===== config.mk =====
export PLATFORM = sky130hd
export DESIGN_NAME = seg_scan
export DESIGN_NICKNAME = d
export VERILOG_FILES = /design/src/rtl/seg_scan.sv
export SDC_FILE = /design/constraint.sdc
export NUM_CORES = 1
export LEC_CHECK = 0
export ABC_AREA = 0
export CORE_AREA = 4 4 140 75
export DETAILED_ROUTE_END_ITERATION = 16
export DIE_AREA = 0 0 144 79
export GPL_ROUTABILITY_DRIVEN = 0
export GPL_TIMING_DRIVEN = 0
export PLACE_DENSITY = 0.5
export SLEW_MARGIN = 0
export SYNTH_ARGS = -nofsm -noshare
export SYNTH_HDL_FRONTEND = slang
export SYNTH_SLANG_ARGS = --single-unit

===== constraint.sdc =====
create_clock -name i_clk -period 3.2 [get_ports i_clk]
set_input_delay 0.48 -clock i_clk [delete_from_list [all_inputs] [get_ports i_clk]]
set_output_delay 0.48 -clock i_clk [all_outputs]
set_load 0.03 [all_outputs]

===== src/rtl/seg_scan.sv =====
// Multiplexed seven-segment scanner with a double-buffered display value.
// A load writes the shadow register; the shadow is committed to the display
// register only at a frame boundary, so a frame never shows mixed values.
module seg_scan #(
    parameter int N_DIGITS    = 4,
    parameter int SCAN_DIV    = 1000,
    parameter int ACTIVE_LOW  = 1,
    parameter int LZ_SUPPRESS = 0
) (
    input  logic                    i_clk,
    input  logic                    i_rst,
    input  logic                    i_load,
    input  logic [4*N_DIGITS-1:0]   i_value,
    input  logic                    i_minus,
    input  logic [N_DIGITS-1:0]     i_dp,
    output logic [7:0]              o_seg,
    output logic [N_DIGITS-1:0]     o_an,
    output logic                    o_frame
);

    localparam int CW = $clog2(SCAN_DIV);
    localparam int IW = (N_DIGITS > 1) ? $clog2(N_DIGITS) : 1;

    localparam logic [CW-1:0]       CNT_LAST = CW'(SCAN_DIV - 1);
    localparam logic [IW-1:0]       IDX_LAST = IW'(N_DIGITS - 1);
    localparam logic [7:0]          SEG_OFF  = (ACTIVE_LOW != 0) ? '1 : '0;
    localparam logic [N_DIGITS-1:0] AN_OFF   = (ACTIVE_LOW != 0) ? '1 : '0;
    localparam logic [6:0]          G_MINUS  = 7'b0000001;

    logic [CW-1:0]          cnt;
    logic [IW-1:0]          idx;

    logic [4*N_DIGITS-1:0]  sh_value;
    logic                   sh_minus;
    logic [N_DIGITS-1:0]    sh_dp;
    logic                   pending;

    logic [4*N_DIGITS-1:0]  dis_value;
    logic                   dis_minus;
    logic [N_DIGITS-1:0]    dis_dp;

    logic                   terminal;
    logic                   boundary;

    logic [N_DIGITS-1:0]    zero_run;
    logic [3:0]             cur_nib;
    logic                   cur_dp;
    logic                   cur_blank;
    logic [6:0]             cur_glyph;
    logic [7:0]             seg_hi;
    logic [N_DIGITS-1:0]    an_hi;

    // Active-high a..g pattern for a hex nibble.
    function automatic logic [6:0] glyph(input logic [3:0] n);
        logic [6:0] g;
        case (n)
            4'h0: g = 7'b1111110;
            4'h1: g = 7'b0110000;
            4'h2: g = 7'b1101101;
            4'h3: g = 7'b1111001;
            4'h4: g = 7'b0110011;
            4'h5: g = 7'b1011011;
            4'h6: g = 7'b1011111;
            4'h7: g = 7'b1110000;
            4'h8: g = 7'b1111111;
            4'h9: g = 7'b1111011;
            4'hA: g = 7'b1110111;
            4'hB: g = 7'b0011111;
            4'hC: g = 7'b1001110;
            4'hD: g = 7'b0111101;
            4'hE: g = 7'b1001111;
            default: g = 7'b1000111;
        endcase
        return g;
    endfunction

    assign terminal = (cnt == CNT_LAST);
    assign boundary = terminal && (idx == IDX_LAST);

    // Leading-zero detection: digit k is in a zero run when every nibble from k
    // upward is zero; with minus set the top digit is ignored since it shows '-'.
    always_comb begin
        zero_run = '0;
        for (int unsigned k = 0; k < N_DIGITS; k++) begin
            logic acc;
            acc = 1'b1;
            for (int unsigned j = 0; j < N_DIGITS; j++) begin
                if (j >= k && !(dis_minus && j == N_DIGITS - 1) &&
                    dis_value[4*j +: 4] != 4'd0)
                    acc = 1'b0;
            end
            zero_run[k] = acc;
        end
    end

    // Select the current digit's glyph, dp and anode from the display register.
    always_comb begin
        cur_nib   = '0;
        cur_dp    = 1'b0;
        cur_blank = 1'b0;
        an_hi     = '0;
        for (int unsigned k = 0; k < N_DIGITS; k++) begin
            if (idx == IW'(k)) begin
                cur_nib   = dis_value[4*k +: 4];
                cur_dp    = dis_dp[k];
                cur_blank = (LZ_SUPPRESS != 0) && (k != 0) && zero_run[k];
                if (cnt != '0)
                    an_hi[k] = 1'b1;
            end
        end
        if (dis_minus && idx == IDX_LAST)
            cur_glyph = G_MINUS;
        else if (cur_blank)
            cur_glyph = '0;
        else
            cur_glyph = glyph(cur_nib);
        seg_hi = {cur_glyph, cur_dp};
    end

    // Scan counters, shadow capture and frame-boundary commit.
    always_ff @(posedge i_clk or posedge i_rst) begin
        if (i_rst) begin
            cnt       <= '0;
            idx       <= '0;
            sh_value  <= '0;
            sh_minus  <= 1'b0;
            sh_dp     <= '0;
            pending   <= 1'b0;
            dis_value <= '0;
            dis_minus <= 1'b0;
            dis_dp    <= '0;
        end else begin
            if (terminal) begin
                cnt <= '0;
                idx <= (idx == IDX_LAST) ? '0 : idx + IW'(1);
            end else begin
                cnt <= cnt + CW'(1);
            end
            // Commit reads the pre-load shadow; a coincident load re-arms pending
            // because its assignment comes last.
            if (boundary && pending) begin
                dis_value <= sh_value;
                dis_minus <= sh_minus;
                dis_dp    <= sh_dp;
                pending   <= 1'b0;
            end
            if (i_load) begin
                sh_value <= i_value;
                sh_minus <= i_minus;
                sh_dp    <= i_dp;
                pending  <= 1'b1;
            end
        end
    end

    // Registered outputs with polarity applied; XOR with the off level inverts.
    always_ff @(posedge i_clk or posedge i_rst) begin
        if (i_rst) begin
            o_seg   <= SEG_OFF;
            o_an    <= AN_OFF;
            o_frame <= 1'b0;
        end else begin
            o_seg   <= seg_hi ^ SEG_OFF;
            o_an    <= an_hi ^ AN_OFF;
            o_frame <= boundary;
        end
    end

endmodule


==> impl_metrics.py <==
metrics = {
    "hold_path": {
        "hold_path_class": "reg2reg",
    },
    "finish": {
        "total_nets_final": 317,
        "final_layout_size_suffix_gt1_share_pct": 29.76,
        "area_growth_pct": 25.40,
        "diodes": 0,
    },
    "flow_run": {
        "max-cap-violations": 0,
    },
    "logic_synthesis": {
        "synthTopCellsByCount": "56 x dfrtp_1, 22 x mux2_2, 20 x mux2_4, 20 x nand2_1, 12 x dfstp_2",
        "async_reset_ff_share_pct": 100.0,
        "synth.cell_area_sq_um": 3148,
        "synth_area_per_cell_sq_um": 13.28,
        "synth_flop_cell": "dfrtp_1",
        "yosys-top-cells-area": "dfrtp_1 45%, dfstp_2 10%, mux2_4 9.5%, mux2_2 7.9%, ha_1 3.6%",
        "yosysTopAreaCellShare_pct": 44.52,
        "net_count_of_the_mapped_netlist": 270,
        "seq_area_frac_synth_pct": 54.53,
        "synth.lib_cells_used.distinct": 54,
        "post-synth-top-count-cell": "dfrtp_1",
        "syn-instance-count": 237,
        "synth-warning-count": 0,
        "ys_ff_latch": 68,
        "synth_edf_count": 0,
        "synth_area_leader_cell": "dfrtp_1",
    },
    "place": {
        "io_buffer_count": 36,
        "detailed_place_hpwl_mm": 4.545,
    },
    "floorplan": {
        "num_io_pins": 37,
        "die_y_microns": 79,
        "core-area_sq_um": 9228,
        "dieArea_sq_um": 11380,
        "std_cell_rows": 25,
        "initial_utilization_pct": 34.12,
        "die-width_microns": 144,
    },
    "sta": {
        "timing.final.crit_share_pct": 82.51,
        "post-route-min-period_ns": 2.640,
        "clock.fmax_mhz": 378.7,
        "finalClockSkew_ns": 0.005378,
        "rsz0062_at_grt": "false",
        "fin_tns_setup_ns": 0,
        "setup_viol_count_final": 0,
        "final_hold_viol_count": 0,
        "timing.max_slew.rel_slack_pct": 43.43,
        "hold_slack_ns": 0.4296,
        "timing_worst_slew_pin_value_ns": 0.8486,
        "maxSlewViolCount": 0,
    },
    "detailed_routing": {
        "drt_first_iter_violations": 135,
        "dr.pass1.iters": 4,
        "drt-total-wl_mm": 6.381,
        "via_count": 1936,
        "post-route-drc-count": 0,
        "ant_nets": 0,
        "via_per_inst": 4.722,
        "routed_wire_length_per_instance_microns": 15.56,
    },
    "setup_path": {
        "setup.worst_path.start_class": "register",
        "timing.critical_path.slowest_cell_delay_ns": 0.39,
        "crit_slowest_cell": "dfrtp_1",
        "timing.critical_path.cells": "inv_1 -> ha_1 -> nor2_2 -> o211ai_1 -> o211ai_2 -> inv_1 -> ha_1 -> or3_1 -> o21ai_0 -> o21ai_1",
        "timing_worst_setup_path_type": "reg2reg",
        "worst_path_max_fanout": 7,
        "type_of_element_capturing_the_critical_path": "register",
        "required_time_at_the_worst_slack_endpoint_ns": 3.44,
        "worst-endpoint-arrival_ns": 2.88,
    },
    "global_routing": {
        "global_route_wire_length_before_repair_mm": 10.46,
        "grt_remaining_overflow": 0,
        "grt_max_degree": 69,
        "first_global_vias": 1918,
        "globalRouteTotalUtil_pct": 12.26,
        "antenna_violations_before_repair": 0,
    },
    "clock_network": {
        "clk_pin_slew_worst_paths_ns": 0.05,
        "cts_hold_repair.buffers": 0,
        "bufs_on_longest_clock_path": 2,
        "tritoncts": "yes",
        "clock_insertion_delay_at_the_later_pin_of_the_skew_report_ns": 0.33,
        "cts.sinks": 68,
        "cts_made_buffers": 9,
        "postCtsSetupBuffers": 0,
        "ctsRootBufferMaster": "clkbuf_16",
        "htree_levels": 3,
        "postCtsResizedCells": 0,
    },
    "power": {
        "p_leak_nw": 1.766,
        "powerDensity_nw_per_um2": 490.6,
        "ir_worst_vdd_v": 0.0002567,
    },
    "run_status": {
        "run_status": "completed",
    },
}
[worst paths after layout]
| path | startpoint | depth (start not counted) | slack (ns) | endpoint |
|---|---|---|---|---|
| worst max-delay path | idx[0]$_DFFE_PP0N_ | 10 | 0.56 | o_seg[7]$_DFF_PP1_ |
| worst min-delay path | dis_dp[3]$_DFFE_PP0P_ | 1 | 0.43 | o_seg[0]$_DFF_PP1_ |
| worst max register to register | idx[0]$_DFFE_PP0N_ | 10 | 0.56 | o_seg[7]$_DFF_PP1_ |
| worst min register to register | dis_dp[3]$_DFFE_PP0P_ | 1 | 0.43 | o_seg[0]$_DFF_PP1_ |
| max in group asynchronous | i_rst | 2 | 1.96 | cnt[3]$_DFF_PP0_ |
| min in group asynchronous | i_rst | 2 | 0.66 | sh_dp[1]$_DFFE_PP0P_ |
[sequential cells by signal (all words and copies together) (netlist names)]
name       count
pending        1
dis_dp         4
o_an           4
dis_value     16
sh_minus       1
sh_value      16
idx            2
dis_minus      1
cnt           10
o_seg          8
o_frame        1
sh_dp          4
[layout make-up]
class | count | area (sq um)
sequential | 68 | 1717
clock inverter | 5 | 52.55
tap | 121 | 151.4
inverter | 10 | 40.04
timing repair buffer | 36 | 360.3
multi-input combinational | 151 | 1336
buffer | 8 | 57.56
fill | 846 | 5280
clock buffer | 11 | 232.7
[cells in the final DEF (no fill, tap or decap), types with 2 or more instances in the layout]
cell type / instances
o311ai_1: 2
ha_1: 9
clkbuf_1: 3
clkinv_2: 3
nand2b_1: 2
nor3_1: 2
mux2_2: 22
nor2b_1: 3
o21ai_0: 6
a311o_2: 2
inv_1: 8
a21oi_1: 4
mux2_4: 20
o211ai_1: 2
clkbuf_16: 9
nand2_1: 20
buf_1: 2
buf_6: 3
clkdlybuf4s50_1: 36
nor2_1: 8
nand4_1: 2
nand3_1: 4
dfrtp_1: 56
dfstp_2: 12
a211o_1: 2
xnor2_1: 2
nand3b_1: 3
o21ai_1: 3
and3_1: 3
and2_1: 2
xor2_1: 5
[per-layer routing]
layer  part of all wire (%)  vias to the layer above  routed length [microns]  track usage (%)
li1                       -                      943                        -                -
met2                     35                       46                     2211            13.59
met4                    1.4                        0                       92            4.793
met5                      0                        -                        0                0
met3                    5.5                       10                      354            4.152
met1                     58                      937                     3723            20.26
[per-stage QoR]
step / worst slack, ns / cells / area [sq um] / utilization, % / total power [mW]
3_3_place_gp: -0.2416 / 394 / 3660 / 39.66 / 1.001
2_1_floorplan: 0.9558 / 237 / 3148 / - / 0.9563
3_5_place_dp: 0.6016 / 394 / 3662 / 39.69 / 1.003
5_1_grt: 0.3754 / 410 / 3948 / 42.78 / 2.018
4_1_cts: 0.5757 / 410 / 3948 / 42.78 / 1.969
6_report: 0.5596 / 410 / 3948 / 42.78 / 1.937
[report_power, final]
part	internal (mW)	total, mW	switching [mW]
Clock	0.599	0.951	0.352
Sequential	0.888	0.904	0.0158
Combinational	0.0493	0.0821	0.0328
[logic make-up (layout without fill, tap and decap cells)]
kind of cell / Yosys count / in the layout / synth area share (%)
AND/OR/NAND/NOR: 59 / 59 / 10.69
flip-flops: 68 / 68 / 54.53
multiplexers: 43 / 43 / 17.73
XOR/XNOR: 7 / 7 / 1.948
adder cells (fa/ha/maj): 9 / 9 / 3.577
AO/OA/AOI/OAI: 33 / 33 / 8.506
buffers and inverters: 18 / 70 / 3.020
[critical path: cells and delay by family, from the launching register on]
kind | cells | cell delay (ns)
simple gates | 2 | 0.72
flops | 1 | 0.39
fa+ha+maj | 2 | 0.60
compound gates | 4 | 0.55
buf+inv | 2 | 0.29
Power figures use the tool's default switching activity.
